**config.mk**
```make
export PLATFORM = sky130hd
export DESIGN_NAME = tinyodin_obi_loader
export DESIGN_NICKNAME = d
export VERILOG_FILES = /design/src/rtl/tinyodin_loader_pkg.sv /design/src/rtl/tinyodin_loader_ctr.sv /design/src/rtl/tinyodin_obi_loader.sv
export SDC_FILE = /design/constraint.sdc
export NUM_CORES = 1
export LEC_CHECK = 0
export BUFFER_PORTS_ARGS = -buffer_cell sky130_fd_sc_hd__buf_2
export CORE_MARGIN = 5
export CORE_UTILIZATION = 13
export DETAILED_ROUTE_END_ITERATION = 16
export GPL_ROUTABILITY_DRIVEN = 0
export GPL_TIMING_DRIVEN = 0
export PLACE_DENSITY = 0.78
export SETUP_SLACK_MARGIN = 0.3
export SLEW_MARGIN = 20
export SYNTH_ARGS = -nofsm -noshare
export SYNTH_HDL_FRONTEND = slang
export SYNTH_SLANG_ARGS = --single-unit
```
**constraint.sdc**
```tcl
create_clock -name CLK -period 1.75 [get_ports CLK]
set_input_delay 0.175 -clock CLK [delete_from_list [all_inputs] [get_ports CLK]]
set_output_delay 0.175 -clock CLK [all_outputs]
set_load 0.03 [all_outputs]
```
**src/rtl/tinyodin_loader_pkg.sv**
```systemverilog
// Shared types and constants for the tinyODIN OBI loader.
// Bus structs define the bit layout that the loader's req_t/rsp_t parameters must follow.
package tinyodin_loader_pkg;

    localparam int unsigned LEN_W_DEFAULT = 16;
    localparam logic [3:0]  BE_FULL       = 4'hF;
    localparam int unsigned WORD_BYTES    = 4;

    typedef enum logic [2:0] {
        ST_IDLE,
        ST_RD_REQ,
        ST_RD_WAIT,
        ST_WR_REQ,
        ST_WR_WAIT,
        ST_DONE
    } loader_state_e;

    typedef struct packed {
        logic        req;
        logic        we;
        logic [3:0]  be;
        logic [31:0] addr;
        logic [31:0] wdata;
    } obi_req_t;

    typedef struct packed {
        logic        gnt;
        logic        rvalid;
        logic [31:0] rdata;
    } obi_rsp_t;

endpackage

```
**src/rtl/tinyodin_loader_ctr.sv**
```systemverilog
// Source/destination address walkers and remaining-word down-counter for the loader.
// Addresses wrap modulo 2^32; last_word flags the terminal count before the final step.
module tinyodin_loader_ctr
    import tinyodin_loader_pkg::*;
#(
    parameter int unsigned LEN_W = LEN_W_DEFAULT
) (
    input  logic             clk,
    input  logic             rst_n,
    input  logic             load,
    input  logic             step,
    input  logic [31:0]      src_base,
    input  logic [31:0]      dst_base,
    input  logic [LEN_W-1:0] len,
    output logic [31:0]      src_addr,
    output logic [31:0]      dst_addr,
    output logic             last_word
);

    logic [LEN_W-1:0] remaining;

    always_ff @(posedge clk or negedge rst_n) begin
        if (!rst_n) begin
            src_addr  <= '0;
            dst_addr  <= '0;
            remaining <= '0;
        end else if (load) begin
            src_addr  <= src_base;
            dst_addr  <= dst_base;
            remaining <= len;
        end else if (step) begin
            src_addr  <= src_addr + 32'(WORD_BYTES);
            dst_addr  <= dst_addr + 32'(WORD_BYTES);
            remaining <= remaining - LEN_W'(1);
        end
    end

    assign last_word = (remaining == LEN_W'(1));

endmodule

```
**src/rtl/tinyodin_obi_loader.sv**
```systemverilog
// tinyODIN OBI loader: copies len_i words from src to dst, one OBI transaction at a time.
// Optional early termination is built in when TINYODIN_LOADER_ABORT_EN is defined.
//
// state    | meaning
// IDLE     | waiting for start_i
// RD_REQ   | read request on the bus until gnt
// RD_WAIT  | read granted, waiting for rvalid to fill the buffer
// WR_REQ   | write of the buffered word on the bus until gnt
// WR_WAIT  | write granted, waiting for rvalid, then advance
// DONE     | one-cycle completion pulse
module tinyodin_obi_loader
    import tinyodin_loader_pkg::*;
#(
    parameter type         req_t = logic,
    parameter type         rsp_t = logic,
    parameter int unsigned LEN_W = LEN_W_DEFAULT
) (
    input  logic             CLK,
    input  logic             RSTN,
    input  logic             start_i,
    input  logic [31:0]      src_addr_i,
    input  logic [31:0]      dst_addr_i,
    input  logic [LEN_W-1:0] len_i,
    input  logic             abort_i,
    output req_t             loader_master_req_o,
    input  rsp_t             loader_master_resp_i,
    output logic             busy_o,
    output logic             intr_loader_done_o
);

    loader_state_e state, state_next;
    obi_req_t      req_s;
    obi_rsp_t      rsp;
    logic [31:0]   rd_buf;
    logic [31:0]   src_addr;
    logic [31:0]   dst_addr;
    logic          load;
    logic          step;
    logic          buf_load;
    logic          last_word;
    logic          abort_hit;

    // req_t/rsp_t are expected to share the bit layout of obi_req_t/obi_rsp_t.
    assign rsp                 = obi_rsp_t'(loader_master_resp_i);
    assign loader_master_req_o = req_t'(req_s);

`ifdef TINYODIN_LOADER_ABORT_EN
    logic abort_q;

    always_ff @(posedge CLK or negedge RSTN) begin
        if (!RSTN) begin
            abort_q <= 1'b0;
        end else if (state == ST_IDLE) begin
            abort_q <= 1'b0;
        end else if (abort_i) begin
            abort_q <= 1'b1;
        end
    end

    assign abort_hit = abort_i | abort_q;
`else
    logic unused_abort;
    assign unused_abort = abort_i;
    assign abort_hit    = 1'b0;
`endif

    tinyodin_loader_ctr #(.LEN_W(LEN_W)) u_ctr (
        .clk       (CLK),
        .rst_n     (RSTN),
        .load      (load),
        .step      (step),
        .src_base  (src_addr_i),
        .dst_base  (dst_addr_i),
        .len       (len_i),
        .src_addr  (src_addr),
        .dst_addr  (dst_addr),
        .last_word (last_word)
    );

    always_ff @(posedge CLK or negedge RSTN) begin
        if (!RSTN) begin
            state  <= ST_IDLE;
            rd_buf <= '0;
        end else begin
            state <= state_next;
            if (buf_load) begin
                rd_buf <= rsp.rdata;
            end
        end
    end

    always_comb begin
        state_next = state;
        req_s      = '0;
        load       = 1'b0;
        step       = 1'b0;
        buf_load   = 1'b0;
        unique case (state)
            ST_IDLE: begin
                if (start_i) begin
                    load       = 1'b1;
                    state_next = (len_i == '0) ? ST_DONE : ST_RD_REQ;
                end
            end
            ST_RD_REQ: begin
                req_s.req  = 1'b1;
                req_s.be   = BE_FULL;
                req_s.addr = src_addr;
                if (rsp.gnt) begin
                    state_next = ST_RD_WAIT;
                end else if (abort_hit) begin
                    state_next = ST_DONE;
                end
            end
            ST_RD_WAIT: begin
                if (rsp.rvalid) begin
                    buf_load   = 1'b1;
                    state_next = abort_hit ? ST_DONE : ST_WR_REQ;
                end
            end
            ST_WR_REQ: begin
                req_s.req   = 1'b1;
                req_s.we    = 1'b1;
                req_s.be    = BE_FULL;
                req_s.addr  = dst_addr;
                req_s.wdata = rd_buf;
                if (rsp.gnt) begin
                    state_next = ST_WR_WAIT;
                end else if (abort_hit) begin
                    state_next = ST_DONE;
                end
            end
            ST_WR_WAIT: begin
                if (rsp.rvalid) begin
                    step       = 1'b1;
                    state_next = (last_word || abort_hit) ? ST_DONE : ST_RD_REQ;
                end
            end
            ST_DONE: begin
                state_next = ST_IDLE;
            end
            default: begin
                state_next = ST_IDLE;
            end
        endcase
    end

    assign busy_o             = (state != ST_IDLE) && (state != ST_DONE);
    assign intr_loader_done_o = (state == ST_DONE);

endmodule

```
# Yosys cells after proc, flatten, opt, wreduce, memory -nomap -nowiden
# Index checks and enable logic that the tools add are counted.
# totals
elab_cells,18
out_inout_bits,3
regBits,3
inputBits,85
# op_classes
mux,3
n_reduce_logical,6
bitwise,1
n_eq_ne,7
# op_table
op,count
16-bit zero test,1
3-bit by 2-bit equality test with 1-bit output (second input constant),2
3-bit equality test (second input constant),2
3-bit 2-to-1 mux,2
3-bit case mux with 2 select lines,1
4-bit OR reduction,1
3-bit by 1-bit equality test with 1-bit output (second input constant),1
3-bit zero test,1
3-bit != test (second input constant),1
3-bit nonzero test,1
2-bit != test (second input constant),1
2-bit AND reduction,1
1-bit logical AND,1
1-bit NOT,1

# Depth between registers and ports, before layout
# logic_depth
depth_word,4
depth_mapped,5
depth_no_buf,5

# Worst setup path before layout
# No wires, ideal clock.
# synth_timing
path_type,reg2reg
startpoint,reg state[0]
endpoint,reg state[2]
path_stages_with_launch,6
arrival_ps,1209
n_path_buf,0
period_less_slack_ps,1291
setup_slack_ps,459
path_cell_list,dfrtp_1 -> inv_1 -> ha_1 -> nor2b_1 -> nand3_1 -> o22ai_1
# synth_between
elab_chain_len,4
elab_cells_between_ends,10
cone_classes,eq/ne (5); mux (1); bitwise (1); reduce/logical (3)
# synth_lines
item,line_no,rtl
from (decl),tinyodin_obi_loader.sv:31,"loader_state_e state, state_next;"
from (signal assigned),tinyodin_obi_loader.sv:85,state <= state_next;
3-bit equality test (tied with other cells),tinyodin_obi_loader.sv:98,unique case (state)
4-bit OR reduction (no line),n/a,
1-bit NOT (no line),n/a,
2-bit AND reduction (no line),n/a,
# Several ways; a longest one is shown, not always the timed one.
# A chain may end at the register's enable or synchronous reset.

# Worst setup path after layout
# layout_timing
startpoint,reg state[0]
endpoint,out busy_o
# layout_between
elab_chain_len,2
elab_cells_between_ends,3
cone_classes,eq/ne (1); reduce/logical (2)
# layout_lines
item,line_no,rtl
3-bit != test / 3-bit nonzero test (equally long branches),tinyodin_obi_loader.sv:148,assign busy_o = (state != ST_IDLE) && (state != ST_DONE);
1-bit logical AND (*),tinyodin_obi_loader.sv:148,
to (decl),tinyodin_obi_loader.sv:27,"output logic busy_o,"
# Every way passes the cells marked *; elsewhere a longest branch is shown, timed or not.

==> impl_metrics.tcl <==
set metrics [dict create \
    firstDrtPassIters 4 \
    avgSynthCellArea_sq_um 8.82 \
    numCtsBuffers 3 \
    min_period_ns 1.35 \
    regMostFlops "state" \
    yosysUniqueCellTypes 15 \
    critPathMaxFanout 4 \
    p_sw_mw 0.110 \
    status "complete, no violations" \
    syn-num-nets 107 \
    fin_skew_ns 0.00100 \
    hold_viol_final 0 \
    setup_slack_ns 0.402 \
    final_cells 59 \
    tns_ns 0 \
    cp-startpoint "state[0]$_DFFE_PN0P_" \
    vias 228 \
    synth_top_area_share_pct 28.4 \
    cts_setup_buffers 0 \
    place_hpwl_microns 474 \
    cp_slowest_cell "dfrtp_1" \
    rr_worst_depth 5 \
    finish.utilization_pct 25.5 \
    antenna_found_initial 0 \
    critPathKind "flip-flop to output pin" \
    grt_max_degree 5 \
    gr-usage-met1_pct 6.59 \
    grtUsageTotal_pct 5.81 \
    via_per_inst 3.86 \
    async_reset_ff_share_pct 100 \
    drtAntennaViolNets 0 \
    area_delta_synth_final_pct 85.8 \
    setup_viol_count_final 0 \
    met2_usage_pct 8.40 \
    synth_edf_count 0 \
    synth_top_cells_by_count "3 x inv_1, 2 x dfrtp_1, 2 x ha_1, 2 x nand3_1" \
    yosysTopAreaCell "dfrtp_1" \
    routed_wl_microns 585 \
    pwr-share-seq_pct 22.2 \
    synth.most_common_cell "inv_1" \
    hold_path.class "input port to flip-flop" \
    grt_pass1_vias 231 \
    yosys_warnings 0 \
    die_area_sq_um 2190 \
    crit_chain "inv_1 -> ha_1 -> buf_2" \
    multiInputGateArea_sq_um 108 \
    portBuffers 20 \
    die_y_microns 46.8 \
    rsz0062_at_grt "no" \
    path_clk_slew_ns 0.03 \
    swShare_pct 35.7 \
    hold_buffers 1 \
    fillers 138 \
    maxCapViolCount 0 \
    drt_iter0_drc 4 \
    gr-total-overflow 0 \
    fin_crit_sh_pct 77.0 \
    route.detailed.drc 0 \
    synth_seq_cells 2 \
    synthCells 20 \
    slowest_delay_ns 0.36 \
    postPlaceCellArea_sq_um 295 \
    cts_max_level 1 \
    regArea_sq_um 50.0 \
    cts_tree "done" \
    p_per_area_nw_per_um2 944 \
    min-delay-start "len_i[6]" \
    rows 13 \
    p_int_mw 0.199 \
    met3_usage_pct 2.30 \
    fmax_mhz 742 \
    r2r_end "state[2]$_DFFE_PN0P_" \
    fin_area_sq_um 328 \
    arrival_ns 1.17 \
    clkSinkCount 2 \
    clkLatencyLatePin_ns 0.22 \
    power_frac_comb_pct 44.8 \
    netlist_area_sq_um 176 \
    grt_busiest_layer "met2" \
    cts_resized 0 \
    clockBufferDepth 2 \
    largest_reg_flops 2 \
    core_area_sq_um 1280 \
    rr_startpoint "state[0]$_DFFE_PN0P_" \
    start_util_pct 13.7 \
    reg.largest.list "state (2)" \
    io_pins 88 \
    pre_cts_slack_ns 0.520 \
    slew_viol_final 0 \
    diodes 0 \
    worstSetupEndpoint "busy_o" \
    fin_nets 133 \
    synth_ff_type "dfrtp_1" \
    peakVddDrop_mv 0.382 \
    routed_wire_length_per_instance_microns 9.92 \
    hold_ws_ns 0.248 \
    dp_cells 55 \
    grt_pass1_wl_microns 841 \
    drive_gt1_share_pct 59.1 \
    p_total_mw 0.309 \
    p_leak_nw 0.174 \
    critPathLaunchType "flip-flop" \
    die_x_microns 46.8 \
    yosysSeqAreaShare_pct 28.4 \
    cts-root-buf "clkbuf_4" \
    synth.area.top_cells "dfrtp_1 28%, ha_1 14%, nor4b_2 8.5%, nor4_2 7.1%, inv_1 6.4%" \
    timing.reg2reg.setup_slack_ns 0.52 \
    clkPwrFrac_pct 33.0 \
    worst_setup_path_end_kind "output pin" \
    crit_required_ns 1.57 \
]
-- power groups by stage --
stage,Combinational (mW),Sequential [mW],Clock (mW)
global placement,0.134,0.0693,0
floorplan,0.0973,0.0668,0
finish,0.139,0.0687,0.102
global route,0.153,0.0703,0.108
CTS,0.140,0.0691,0.109
detailed placement,0.137,0.0695,0
-- metal layers --
layer | routed length, microns | vias to the layer above
met2 | 285 | 13
met4 | 0 | 0
met1 | 230 | 97
met5 | 0 | -
met3 | 69 | 0
li1 | - | 118
-- cell type report --
class                           count  area share (%)
Multi-Input combinational cell     14            32.8
Timing Repair Buffer               21            33.6
Sequential cell                     2            15.3
Tap cell                           15            5.73
Inverter                            3            3.44
Buffer                              1            2.29
Clock buffer                        3            6.87
-- layout by cell type, fill, tap and decap left out --
master | synthesis | routed
nor4_2 | 1 | 1
o22ai_1 | 1 | 1
nor2b_1 | 1 | 1
nor4_1 | 1 | 1
ha_1 | 2 | 2
clkbuf_4 | 0 | 3
a21oi_1 | 1 | 1
buf_2 | 0 | 20
dlygate4sd3_1 | 0 | 1
buf_4 | 1 | 1
conb_1 | 1 | 1
nor3_1 | 1 | 1
o22a_1 | 1 | 1
nor4b_2 | 1 | 1
dfrtp_1 | 2 | 2
inv_1 | 3 | 3
nor2_1 | 1 | 1
nand3_1 | 2 | 2
-- kinds of logic after synthesis --
group | count (synthesis) | share of synthesized area (%)
buffers and inverters | 4 | 10.6
flip-flops | 2 | 28.4
AO/OA/AOI/OAI | 3 | 11.3
AND/OR/NAND/NOR | 8 | 33.3
other | 1 | 2.13
adder cells (fa/ha/maj) | 2 | 14.2
-- worst min path at each step --
stage / end / depth (start not counted)
global placement: state[2]$_DFFE_PN0P_ / 1
detailed placement: state[0]$_DFFE_PN0P_ / 1
floorplan: state[0]$_DFFE_PN0P_ / 0
finish: state[2]$_DFFE_PN0P_ / 4
CTS: state[2]$_DFFE_PN0P_ / 4
global route: state[2]$_DFFE_PN0P_ / 4
-- worst max-delay path, delay by kind of cell (launching register included) --
family / cells / cell delay [ns]
adder cells (fa/ha/maj): 1 / 0.32
flip-flops: 1 / 0.36
buffers and inverters: 2 / 0.26
No activity file was read; power rests on OpenSTA's default activity.
